==> config.mk <==
export PLATFORM = sky130hd
export DESIGN_NAME = fetch_unit_flat
export DESIGN_NICKNAME = d
export VERILOG_FILES = /design/src/rtl/fetch_unit_pkg.sv /design/src/rtl/fetch_unit_if.sv /design/src/rtl/fetch_buffer.sv /design/src/rtl/fetch_unit.sv /design/src/flat_wrapper.sv
export SDC_FILE = /design/constraint.sdc
export NUM_CORES = 1
export LEC_CHECK = 0
export BUFFER_PORTS_ARGS = -buffer_cell sky130_fd_sc_hd__buf_4
export CAP_MARGIN = 10
export CORE_MARGIN = 3
export CORE_UTILIZATION = 55
export CTS_CLUSTER_SIZE = 25
export DETAILED_ROUTE_END_ITERATION = 7
export HOLD_SLACK_MARGIN = 0.08
export MAX_ROUTING_LAYER = met4
export PLACE_DENSITY_LB_ADDON = 0.12
export SYNTH_ARGS = -nofsm -noshare
export SYNTH_HDL_FRONTEND = slang
export SYNTH_HIERARCHICAL = 1
export SYNTH_SLANG_ARGS = --single-unit
export TNS_END_PERCENT = 10
==> constraint.sdc <==
create_clock -name clk -period 4 [get_ports clk]
set_input_delay 0.8 -clock clk [delete_from_list [all_inputs] [get_ports clk]]
set_output_delay 0.8 -clock clk [all_outputs]
set_load 0.03 [all_outputs]
==> src/rtl/fetch_unit_pkg.sv <==
// Shared definitions for the instruction fetch unit: defaults, FSM encoding
// and the buffered {pc, inst} entry type.
package fetch_unit_pkg;

  localparam logic [31:0] NopInst        = 32'h0000_0013;
  localparam logic [31:0] DefaultResetPc = 32'h0000_0000;

  typedef enum logic [1:0] {
    StIdle  = 2'd0,
    StFetch = 2'd1,
    StDrain = 2'd2
  } fetch_state_e;

  typedef struct packed {
    logic [31:0] pc;
    logic [31:0] inst;
  } fetch_entry_t;

  function automatic logic [31:0] align_pc(input logic [31:0] pc);
    return {pc[31:2], 2'b00};
  endfunction

endpackage

==> src/rtl/fetch_unit_if.sv <==
// Instruction memory request/ack bus between the fetch unit and its memory.
interface fetch_unit_if;

  logic        imem_req_o;
  logic [31:0] imem_addr_o;
  logic        imem_ack_i;
  logic [31:0] imem_rdata_i;

  modport master (
    output imem_req_o,
    output imem_addr_o,
    input  imem_ack_i,
    input  imem_rdata_i
  );

  modport slave (
    input  imem_req_o,
    input  imem_addr_o,
    output imem_ack_i,
    output imem_rdata_i
  );

endinterface

==> src/rtl/fetch_buffer.sv <==
// Two-entry FIFO of fetched {pc, inst} pairs; flush wins over push and pop.
module fetch_buffer
  import fetch_unit_pkg::*;
(
  input  logic         clk,
  input  logic         reset_n,
  input  logic         flush_i,
  input  logic         push_i,
  input  fetch_entry_t push_entry_i,
  input  logic         pop_i,
  output logic [1:0]   count_o,
  output fetch_entry_t head_o
);

  fetch_entry_t mem_q [2];
  fetch_entry_t mem_d [2];
  logic         rd_ptr_q, rd_ptr_d;
  logic         wr_ptr_q, wr_ptr_d;
  logic [1:0]   count_q, count_d;

  always_comb begin
    mem_d    = mem_q;
    rd_ptr_d = rd_ptr_q;
    wr_ptr_d = wr_ptr_q;
    count_d  = count_q;
    if (flush_i) begin
      rd_ptr_d = 1'b0;
      wr_ptr_d = 1'b0;
      count_d  = 2'd0;
    end else begin
      if (push_i) begin
        mem_d[wr_ptr_q] = push_entry_i;
        wr_ptr_d        = ~wr_ptr_q;
      end
      if (pop_i) begin
        rd_ptr_d = ~rd_ptr_q;
      end
      count_d = count_q + {1'b0, push_i} - {1'b0, pop_i};
    end
  end

  always_ff @(posedge clk or negedge reset_n) begin
    if (!reset_n) begin
      mem_q[0] <= '0;
      mem_q[1] <= '0;
      rd_ptr_q <= 1'b0;
      wr_ptr_q <= 1'b0;
      count_q  <= 2'd0;
    end else begin
      mem_q    <= mem_d;
      rd_ptr_q <= rd_ptr_d;
      wr_ptr_q <= wr_ptr_d;
      count_q  <= count_d;
    end
  end

  assign count_o = count_q;
  assign head_o  = mem_q[rd_ptr_q];

endmodule

==> src/rtl/fetch_unit.sv <==
// Instruction fetch unit: single-outstanding imem requests, redirect/drain
// handling and a two-entry buffer feeding the IF/ID register.
module fetch_unit
  import fetch_unit_pkg::*;
#(
  parameter logic [31:0] RESET_PC = DefaultResetPc,
  parameter logic [31:0] NOP_INST = NopInst
) (
  input  logic                clk,
  input  logic                reset_n,
  input  logic                stall_i,
  input  logic                redirect_i,
  input  logic [31:0]         redirect_pc_i,
  fetch_unit_if.master        imem,
  output logic [31:0]         inst_o,
  output logic [31:0]         pc_o,
  output logic [31:0]         pcPlus4_o,
  output logic                valid_o
);

  fetch_state_e state_q, state_d;
  logic [31:0]  fetch_pc_q, fetch_pc_d;
  logic [31:0]  target_q, target_d;

  logic         done;
  logic         push;
  logic         pop;
  logic [1:0]   count;
  logic [1:0]   count_after;
  logic [31:0]  redirect_pc;
  fetch_entry_t head;
  fetch_entry_t push_entry;

  assign imem.imem_req_o  = (state_q != StIdle);
  assign imem.imem_addr_o = fetch_pc_q;

  // A late ack while no request is driven must not count as a completion.
  assign done        = imem.imem_req_o && imem.imem_ack_i;
  assign redirect_pc = align_pc(redirect_pc_i);
  assign valid_o     = (count != 2'd0) && !redirect_i;
  assign pop         = valid_o && !stall_i;
  assign push        = (state_q == StFetch) && done && !redirect_i;
  assign count_after = count + {1'b0, push} - {1'b0, pop};
  assign push_entry  = '{pc: fetch_pc_q, inst: imem.imem_rdata_i};

  always_comb begin
    state_d    = state_q;
    fetch_pc_d = fetch_pc_q;
    target_d   = target_q;
    unique case (state_q)
      StIdle: begin
        if (redirect_i) begin
          fetch_pc_d = redirect_pc;
        end else if (count < 2'd2) begin
          state_d = StFetch;
        end
      end
      StFetch: begin
        if (redirect_i) begin
          if (done) begin
            fetch_pc_d = redirect_pc;
          end else begin
            state_d  = StDrain;
            target_d = redirect_pc;
          end
        end else if (done) begin
          fetch_pc_d = fetch_pc_q + 32'd4;
          if (count_after == 2'd2) begin
            state_d = StIdle;
          end
        end
      end
      StDrain: begin
        // Address stays on the abandoned fetch until its response is swallowed.
        if (done) begin
          state_d    = StFetch;
          fetch_pc_d = redirect_i ? redirect_pc : target_q;
        end else if (redirect_i) begin
          target_d = redirect_pc;
        end
      end
      default: state_d = StIdle;
    endcase
  end

  always_ff @(posedge clk or negedge reset_n) begin
    if (!reset_n) begin
      state_q    <= StIdle;
      fetch_pc_q <= RESET_PC;
      target_q   <= 32'd0;
    end else begin
      state_q    <= state_d;
      fetch_pc_q <= fetch_pc_d;
      target_q   <= target_d;
    end
  end

  fetch_buffer u_fetch_buffer (
    .clk          (clk),
    .reset_n      (reset_n),
    .flush_i      (redirect_i),
    .push_i       (push),
    .push_entry_i (push_entry),
    .pop_i        (pop),
    .count_o      (count),
    .head_o       (head)
  );

  always_comb begin
    inst_o    = NOP_INST;
    pc_o      = 32'd0;
    pcPlus4_o = 32'd0;
    if (count != 2'd0) begin
      inst_o    = head.inst;
      pc_o      = head.pc;
      pcPlus4_o = head.pc + 32'd4;
    end
  end

endmodule

==> src/flat_wrapper.sv <==
// flat-port wrapper written by rule: the top's interface ports become plain ports
module fetch_unit_flat import fetch_unit_pkg::*;
#(
  parameter logic [31:0] RESET_PC = DefaultResetPc,
  parameter logic [31:0] NOP_INST = NopInst
)
  (clk, reset_n, stall_i, redirect_i, redirect_pc_i, inst_o, pc_o, pcPlus4_o, valid_o, imem_imem_req_o, imem_imem_addr_o, imem_imem_ack_i, imem_imem_rdata_i);
  fetch_unit_if imem_i ();
  input  logic clk;
  input  logic reset_n;
  input  logic stall_i;
  input  logic redirect_i;
  input  logic [31:0] redirect_pc_i;
  output logic [31:0] inst_o;
  output logic [31:0] pc_o;
  output logic [31:0] pcPlus4_o;
  output logic valid_o;
  output wire logic [$bits(imem_i.imem_req_o)-1:0] imem_imem_req_o;
  output wire logic [$bits(imem_i.imem_addr_o)-1:0] imem_imem_addr_o;
  input wire logic [$bits(imem_i.imem_ack_i)-1:0] imem_imem_ack_i;
  input wire logic [$bits(imem_i.imem_rdata_i)-1:0] imem_imem_rdata_i;
  assign imem_imem_req_o = imem_i.imem_req_o;
  assign imem_imem_addr_o = imem_i.imem_addr_o;
  assign imem_i.imem_ack_i = imem_imem_ack_i;
  assign imem_i.imem_rdata_i = imem_imem_rdata_i;
  fetch_unit #(.RESET_PC(RESET_PC), .NOP_INST(NOP_INST)) u_core (.clk(clk), .reset_n(reset_n), .stall_i(stall_i), .redirect_i(redirect_i), .redirect_pc_i(redirect_pc_i), .imem(imem_i), .inst_o(inst_o), .pc_o(pc_o), .pcPlus4_o(pcPlus4_o), .valid_o(valid_o));
endmodule
== After elaboration in Yosys (flattened, before gate mapping) ==
Index checks and enable logic that the tools add are counted.

* Flip-flop bits (word level): 198
* Input bits: 69
* Output and inout port bits: 130
* Word-level logic and storage cells: 89

* $add $sub $neg: 4
* $lt $le $gt $ge: 4
* Eq/ne operators: 14
* Muxes and demuxes: 33
* Bitwise operators: 5
* Reduce and logical (&&, ||, !) cells: 19

{| class="wikitable"
|+ Operator list
! kind !! count
|-
| 2-to-1 mux 32 bit || 12
|-
| 2-to-1 mux 64 bit || 4
|-
| bitwise mux 128 bit || 1
|-
| case mux 32 bit (3 select lines) || 1
|-
| adder 32 x 3 -> 32 bit, second input constant || 2
|-
| demux 64 bit (select 1 bit) || 1
|-
| case mux 32 bit (2 select lines) || 1
|-
| 2-to-1 mux 2 bit || 8
|-
| inequality test 2 bit, second input constant || 5
|-
| nonzero test 2 bit || 5
|-
| AND reduction 4 bit || 2
|-
| logical AND 1 bit || 6
|-
| inequality test 2 x 1 -> 1 bit, second input constant || 3
|-
| inequality test 3 bit, second input constant || 2
|-
| case mux 2 bit (3 select lines) || 1
|-
| AND reduction 6 bit || 1
|-
| equality test 2 bit, second input constant || 2
|-
| >= comparator 2 bit, second input constant || 2
|-
| 2-to-1 mux 1 bit || 4
|-
| NOT 1 -> 2 bit || 2
|-
| inequality test 3 x 2 -> 1 bit, second input constant || 1
|-
| NOT 1 bit || 3
|-
| nonzero test 3 bit || 1
|-
| adder 2 x 1 -> 2 bit || 1
|-
| other kinds (7) || 8
|}

== Longest topological paths before layout ==
Gate-level depths: netlist of run 1.

* Word-level depth: 11
* Gate-level depth with buffers: 13
* Depth with buffers taken out: 10

== Cells and area by module ==
The synthesis of run 1 kept the hierarchy.

{| class="wikitable"
|+ Modules (own cells, without submodules)
! module !! instances !! cells each !! area each (µm²) !! sequential area each (µm²)
|-
| fetch_buffer || 1 || 358 || 6048.3 || 3303.2
|-
| fetch_unit || 1 || 631 || 5211.2 || 1651.6
|}

== Least setup slack after synthesis of run 1 ==
No wires, ideal clock.

* Kind: flip-flop to output port
* From: reg u_core.u_fetch_buffer.rd_ptr_q
* To: out pcPlus4_o[14]
* Arrival: 2.678 ns
* Required time: 3.200 ns
* Path slack: 0.522 ns
* Stages on the path, launching flop included: 10
* Cells stage by stage: dfrtp_1 -> buf_2 -> buf_2 -> mux2_2 -> ha_1 -> nand4_2 -> or3_1 -> buf_6 -> or3_1 -> a21oi_1

{| class="wikitable"
|+ RTL lines
! element !! line !! text
|-
| start: declaration || fetch_buffer.sv:17 || <nowiki>logic rd_ptr_q, rd_ptr_d;</nowiki>
|-
| start signal: assignment || fetch_buffer.sv:51 || <nowiki>rd_ptr_q <= rd_ptr_d;</nowiki>
|-
| end: declaration || flat_wrapper.sv:16 || <nowiki>output logic [31:0] pcPlus4_o;</nowiki>
|}

==> results of run 1 <==
-- metrics by stage --
stage / total power (µW) / instance area (µm²) / std cells / utilization (%)
6_report: 9220 / 13400 / 1436 / 67.7
4_1_cts: 9250 / 13400 / 1436 / 67.7
2_1_floorplan: 6200 / 11300 / 989 / -
5_1_grt: 9780 / 13400 / 1436 / 67.7
3_3_place_gp: 7430 / 12800 / 1405 / 64.9
3_5_place_dp: 7540 / 12800 / 1405 / 64.9
-- cells in the mapped netlist, types with 5 or more instances --
cell type / count
xnor2_1: 21
a22o_1: 8
nor3_1: 16
buf_6: 10
o21ai_0: 54
buf_12: 6
or2_2: 7
nand2_1: 42
nand4_1: 12
ha_1: 11
a32oi_1: 6
a22oi_1: 10
and4_1: 9
inv_1: 14
nor4_2: 5
buf_2: 17
mux2_1: 5
a31oi_1: 11
nor4_1: 8
mux2_4: 60
or3_1: 7
nor2_1: 78
mux2_2: 162
o2bb2ai_1: 6
clkbuf_1: 30
nand3_1: 22
a222oi_1: 5
dfrtp_1: 198
and3_1: 8
xor2_1: 11
a21oi_1: 14
nor2b_1: 62
-- final cells by class --
class                      instances  area share [%]
multi-input combinational        710            43.4
sequential                       198            37.0
timing repair buffer             218            12.5
clock buffer                      21            3.36
tap                              265            2.48
clock inverter                    10           0.831
inverter                          14           0.392
-- where the power goes --
group          total [µW]  switching [µW]  internal, µW
clock                1680             785           893
sequential           3340             643          2700
combinational        4190            2330          1870
total                9220            3760          5460
-- worst max-delay path, cell delays in order, from the launching register on --
cell     delay [ns]
dfrtp_2        0.44
buf_4          0.22
mux2_2         0.34
nand4_2        0.20
or3_1          0.61
nor4_2         0.37
xnor2_1        0.16
nor2_1         0.05
buf_4          0.21
-- routing by layer --
| layer | wire [µm] | vias up | global-route usage, % |
|---|---|---|---|
| li1 | - | 3906 | - |
| met1 | 13100 | 4093 | 36.7 |
| met3 | 1550 | 33 | 4.28 |
| met2 | 12900 | 281 | 38.6 |
| met5 | 0 | - | - |
| met4 | 545 | 0 | 7.23 |
-- logic make-up (layout without fill, tap and decap cells) --
logic type / after synthesis / after routing / share of synthesized area (%)
AND/OR/NAND/NOR: 294 / 294 / 14.3
multiplexers: 230 / 230 / 25.0
flip-flops: 198 / 198 / 44.0
AO/OA/AOI/OAI: 142 / 142 / 8.35
buffers and inverters: 81 / 263 / 4.50
XOR/XNOR: 33 / 33 / 2.69
adder cells (fa/ha/maj): 11 / 11 / 1.22
-- worst min path at each step --
stage	slack (ns)	depth (start not counted)	to	from
final	0.42	1	u_core/u_fetch_buffer/mem_q[25]$_DFFE_PN0P_	reset_n
after global routing	0.47	1	u_core/u_fetch_buffer/mem_q[25]$_DFFE_PN0P_	reset_n
after CTS	0.46	1	u_core/u_fetch_buffer/mem_q[25]$_DFFE_PN0P_	reset_n
after detailed placement	0.47	1	u_core/u_fetch_buffer/mem_q[119]$_DFFE_PN0P_	u_core/u_fetch_buffer/mem_q[119]$_DFFE_PN0P_
after global placement	0.46	1	u_core/u_fetch_buffer/mem_q[121]$_DFFE_PN0P_	u_core/u_fetch_buffer/mem_q[121]$_DFFE_PN0P_
after floorplan	0.45	1	u_core/u_fetch_buffer/mem_q[117]$_DFFE_PN0P_	u_core/u_fetch_buffer/mem_q[117]$_DFFE_PN0P_
-- sequential cells by signal, summed over array words and instances (netlist names) --
register                        cells
u_core/u_fetch_buffer/count_o       2
u_core/u_fetch_buffer/wr_ptr_q      1
u_core/imem.imem_addr_o            32
u_core/target_q                    32
u_core/state_q                      2
u_core/u_fetch_buffer/mem_q       128
u_core/u_fetch_buffer/rd_ptr_q      1
==> flow_summary_export.csv, run 1 <==
group,metric,value,unit
outcome,status,"finished clean",
hold_path,min_path_type,"in2async",
synth,yosysWarnings,6,
final_layout,multi_input_area,0.00581,mm²
detailed_routing,ant_nets,0,
sta,finalMaxSlewViolations,0,
cts,cts-resized-gates,0,
critical_path,reg2reg_to,"u_core/u_fetch_buffer/mem_q[9]$_DFFE_PN0P_",
placement,hpwl,19.3,mm
critical_path,worstRegToRegCells,7,
cts,numCtsBuffers,17,
final_layout,filler_cell_count,1591,
pwr,p_leak,0.00624,µW
synth,seq_area_frac_synth,44.0,%
die,rows,51,
sta,worstMarginPinSlew,0.977,ns
critical_path,end_kind,"primary output",
cts,worstSkewPairLatency,0.43,ns
critical_path,crit_start,"u_core/u_fetch_buffer/rd_ptr_q$_DFFE_PN0P_",
sta,slew_headroom,34.8,%
pwr,ir_drop,0.614,mV
cts,worst_setup_hold_path_clk_slew,0.07,ns
placement,gp_congestion,0.853,
cts,h-tree-depth,4,
critical_path,worstSetupPathType,"reg2out",
synth,synth_cell_types,62,
synth,yosysTopAreaCell,"dfrtp_1",
placement,io_buffers,196,
sta,fin_ws,0.165,ns
final_layout,seq_area,0.00496,mm²
die,die_h,149,µm
detailed_routing,wl,28.0,mm
synth,postSynthAreaPerCell,11.4,µm²
synth,syn_inst,989,
cts,cts-root-buf,"clkbuf_16",
critical_path,critPathRequiredTime,3.20,ns
cts,clock_sinks,198,
critical_path,cp.arrival,3.03,ns
global_routing,grt_max_degree,97,
sta,timing.fmax,261,MHz
critical_path,crit_path_end,"pcPlus4_o[28]",
final_layout,antennaDiodeCount,0,
sta,fin_skew,0.00836,ns
final_layout,syn2layout_area_growth,19.0,%
die,die_w,149,µm
final_layout,final_nets,1239,
global_routing,overflow,0,
sta,whs,0.419,ns
cts,cts_tree,"done",
pwr,power.density,688,mW/mm²
sta,rsz0062_at_grt,"no",
synth,syn-cell-area,0.0113,mm²
die,start_util,56.9,%
critical_path,rrSetupSlack,1.10,ns
synth,synth-edff-count,0,
global_routing,grt_pass1_vias,8186,
synth,ys_ff_latch,198,
global_routing,grt_use_total,25.8,%
critical_path,critPathLaunchType,"flip-flop",
cts,clockBufferDepth,2,
sta,fin_tns_setup,0,ns
synth,synth_nets,1069,
die,die-area,0.0222,mm²
critical_path,worstPathMaxFanout,16,
synth,synth_top_area_share,44.0,%
die,ios,199,
detailed_routing,via_per_inst,5.79,
detailed_routing,drc,0,
synth,async_flop_share,100,%
detailed_routing,wire_per_inst,19.5,µm
final_layout,layout_common_cells,"buf_4 (214), dfrtp_1 (197), mux2_2 (162)",
sta,setup_viol,0,
final_layout,mostFrequentLayoutCell,"buf_4",
flow_run,cap_violations,0,
detailed_routing,dr.pass1.iters,5,
global_routing,grt_pass1_wl,44.4,mm
sta,finalCriticalPeriod,3.83,ns
global_routing,antenna_found_initial,0,
cts,hold_buffers,0,
detailed_routing,first_iter_violations,565,
die,core_area,0.0198,mm²
detailed_routing,num_vias,8313,
synth,ys.flop_type,"dfrtp_1",
cts,cts_setup_buffers,0,
sta,min_period_over_period,95.9,%
final_layout,drive_gt1_share,42.0,%
critical_path,r2r_start,"u_core/state_q[1]$_DFFE_PN0P_",
sta,hold_violations,0,
placement,place_ws,0.612,ns
synth,ys_top_cells_by_area,"dfrtp_1 (44%), mux2_2 (16%), mux2_4 (8.0%)",
Power figures use the tool's default switching activity.
==> inputs of run 2 (changes only) <==
--- a/config.mk
+++ b/config.mk
@@ -14,6 +14,7 @@
 export HOLD_SLACK_MARGIN = 0.08
 export MAX_ROUTING_LAYER = met4
 export PLACE_DENSITY_LB_ADDON = 0.12
+export SETUP_SLACK_MARGIN = 0.2
 export SYNTH_ARGS = -nofsm -noshare
 export SYNTH_HDL_FRONTEND = slang
 export SYNTH_HIERARCHICAL = 1
==> run 2 against run 1 <==
Against the previous run: routed wire length about the same; setup slack better by 0.074 ns; critical path depth down 1; utilization up 0.070 points; largest cell class unchanged; maximum frequency up 2.0%; clock skew about the same; die area unchanged; sequential power about the same; register-to-register slack worse by 0.02 ns; total power about the same; via count up 0.29%; global-route usage unchanged; highest routed layer unchanged.
==> flow_summary_export.csv, run 2 (synthesis results as in run 1) <==
group,metric,value,unit
global_routing,grt_pass1_vias,8186,
cts,numCtsBuffers,17,
cts,cts_tree,"done",
final_layout,mostFrequentLayoutCell,"buf_4",
outcome,status,"finished clean",
final_layout,filler_cell_count,1588,
final_layout,drive_gt1_share,42.1,%
final_layout,final_nets,1239,
detailed_routing,first_iter_violations,571,
die,die_h,149,µm
global_routing,antenna_found_initial,0,
global_routing,grt_use_total,25.8,%
pwr,power.density,688,mW/mm²
sta,finalMaxSlewViolations,0,
detailed_routing,dr.pass1.iters,6,
detailed_routing,wire_per_inst,19.5,µm
placement,io_buffers,196,
die,core_area,0.0198,mm²
cts,worstSkewPairLatency,0.43,ns
global_routing,overflow,0,
critical_path,worstSetupPathType,"reg2out",
critical_path,max_stage_delay,0.68,ns
critical_path,worstPathMaxFanout,13,
sta,fin_ws,0.239,ns
sta,setup_viol,0,
die,rows,51,
critical_path,crit_top_cell,"buf_4",
placement,gp_congestion,0.853,
critical_path,crit_buf_inv,2,
critical_path,end_kind,"primary output",
detailed_routing,num_vias,8337,
cts,hold_buffers,0,
pwr,ir_drop,0.611,mV
sta,fin_skew,0.00875,ns
cts,clock_sinks,198,
detailed_routing,via_per_inst,5.81,
critical_path,cp.arrival,2.96,ns
critical_path,critPathRequiredTime,3.20,ns
cts,h-tree-depth,4,
pwr,design_power_total,9220,µW
sta,slew_headroom,34.7,%
sta,min_period_over_period,94.0,%
detailed_routing,wl,28.0,mm
pwr,p_leak,0.00624,µW
hold_path,min_path_type,"in2async",
cts,clockBufferDepth,2,
critical_path,path_cells,"buf_4, mux2_2, nand3_1, or4_4, or3_1, a21oi_1, buf_4",
die,die-area,0.0222,mm²
final_layout,antennaDiodeCount,0,
critical_path,critPathLaunchType,"flip-flop",
flow_run,cap_violations,0,
cts,worst_setup_hold_path_clk_slew,0.07,ns
global_routing,grt_max_degree,97,
detailed_routing,drc,0,
die,start_util,56.9,%
sta,hold_violations,0,
cts,cts-root-buf,"clkbuf_16",
critical_path,cpMaxStageDelayCell,"or4_4",
placement,hpwl,19.3,mm
sta,finalCriticalPeriod,3.76,ns
placement,place_ws,0.612,ns
final_layout,layout_common_cells,"buf_4 (214), dfrtp_1 (197), mux2_2 (162)",
die,die_w,149,µm
sta,fin_tns_setup,0,ns
sta,timing.fmax,266,MHz
final_layout,syn2layout_area_growth,19.1,%
final_layout,largest_reg_flops,128,
sta,rsz0062_at_grt,"yes",
global_routing,grt_pass1_wl,44.4,mm
detailed_routing,ant_nets,0,
die,ios,199,
critical_path,critPathTopFamily,"simple AND/OR/NAND/NOR gates",
final_layout,regMostFlops,"u_core/u_fetch_buffer/mem_q",
sta,worstMarginPinSlew,0.980,ns
==> run 2: final cells by class <==
cell class                 count  area [µm²]  area share (%)
inverter                      14        52.6           0.392
clock inverter                10         111           0.830
multi-input combinational    710        5830            43.5
timing repair buffer         218        1680            12.5
sequential                   198        4960            37.0
clock buffer                  21         450            3.36
tap                          265         332            2.47
==> run 2: worst paths after layout <==
kind                            slack [ns]  cells past startpoint                                          from                                           end
min in group clk                      0.48                      1  u_core/u_fetch_buffer/mem_q[119]$_DFFE_PN0P_  u_core/u_fetch_buffer/mem_q[119]$_DFFE_PN0P_
max in group asynchronous             2.63                      2                                       reset_n    u_core/u_fetch_buffer/wr_ptr_q$_DFFE_PN0P_
worst min-delay path                  0.42                      1                                       reset_n   u_core/u_fetch_buffer/mem_q[25]$_DFFE_PN0P_
worst min register to register        0.48                      1  u_core/u_fetch_buffer/mem_q[119]$_DFFE_PN0P_  u_core/u_fetch_buffer/mem_q[119]$_DFFE_PN0P_
worst max register to register        1.08                      7                 u_core/state_q[1]$_DFFE_PN0P_    u_core/u_fetch_buffer/mem_q[9]$_DFFE_PN0P_
worst max-delay path                  0.24                      7    u_core/u_fetch_buffer/rd_ptr_q$_DFFE_PN0P_                                 pcPlus4_o[15]
==> run 2: where the power goes <==
group          total [µW]  switching [µW]  internal, µW
logic                4200            2330          1870
clock network        1680             787           893
registers            3340             644          2700
==> run 2: through the flow <==
step,utilization [%],cells,area [µm²],hold slack (ns)
after floorplan,-,989,11300,0.454
after global placement,64.9,1405,12800,0.464
after detailed placement,64.9,1405,12800,0.472
after CTS,67.7,1436,13400,0.463
after global routing,67.8,1436,13400,0.474
final,67.8,1436,13400,0.420
==> run 2: what timing repair did <==
action | in CTS | in global routing
resized for setup | 1 | 1
setup buffers | 0 | 0
setup endpoints to repair | 4 | 13
endpoints found under the hold margin | 0 | 0
==> run 2: metal layers <==
| layer | global-route usage [%] | up-vias | wire (µm) |
|---|---|---|---|
| met5 | - | - | 0 |
| met4 | 7.23 | 0 | 548 |
| met3 | 4.28 | 31 | 1540 |
| met2 | 38.6 | 298 | 12900 |
| met1 | 36.7 | 4105 | 13000 |
| li1 | - | 3903 | - |
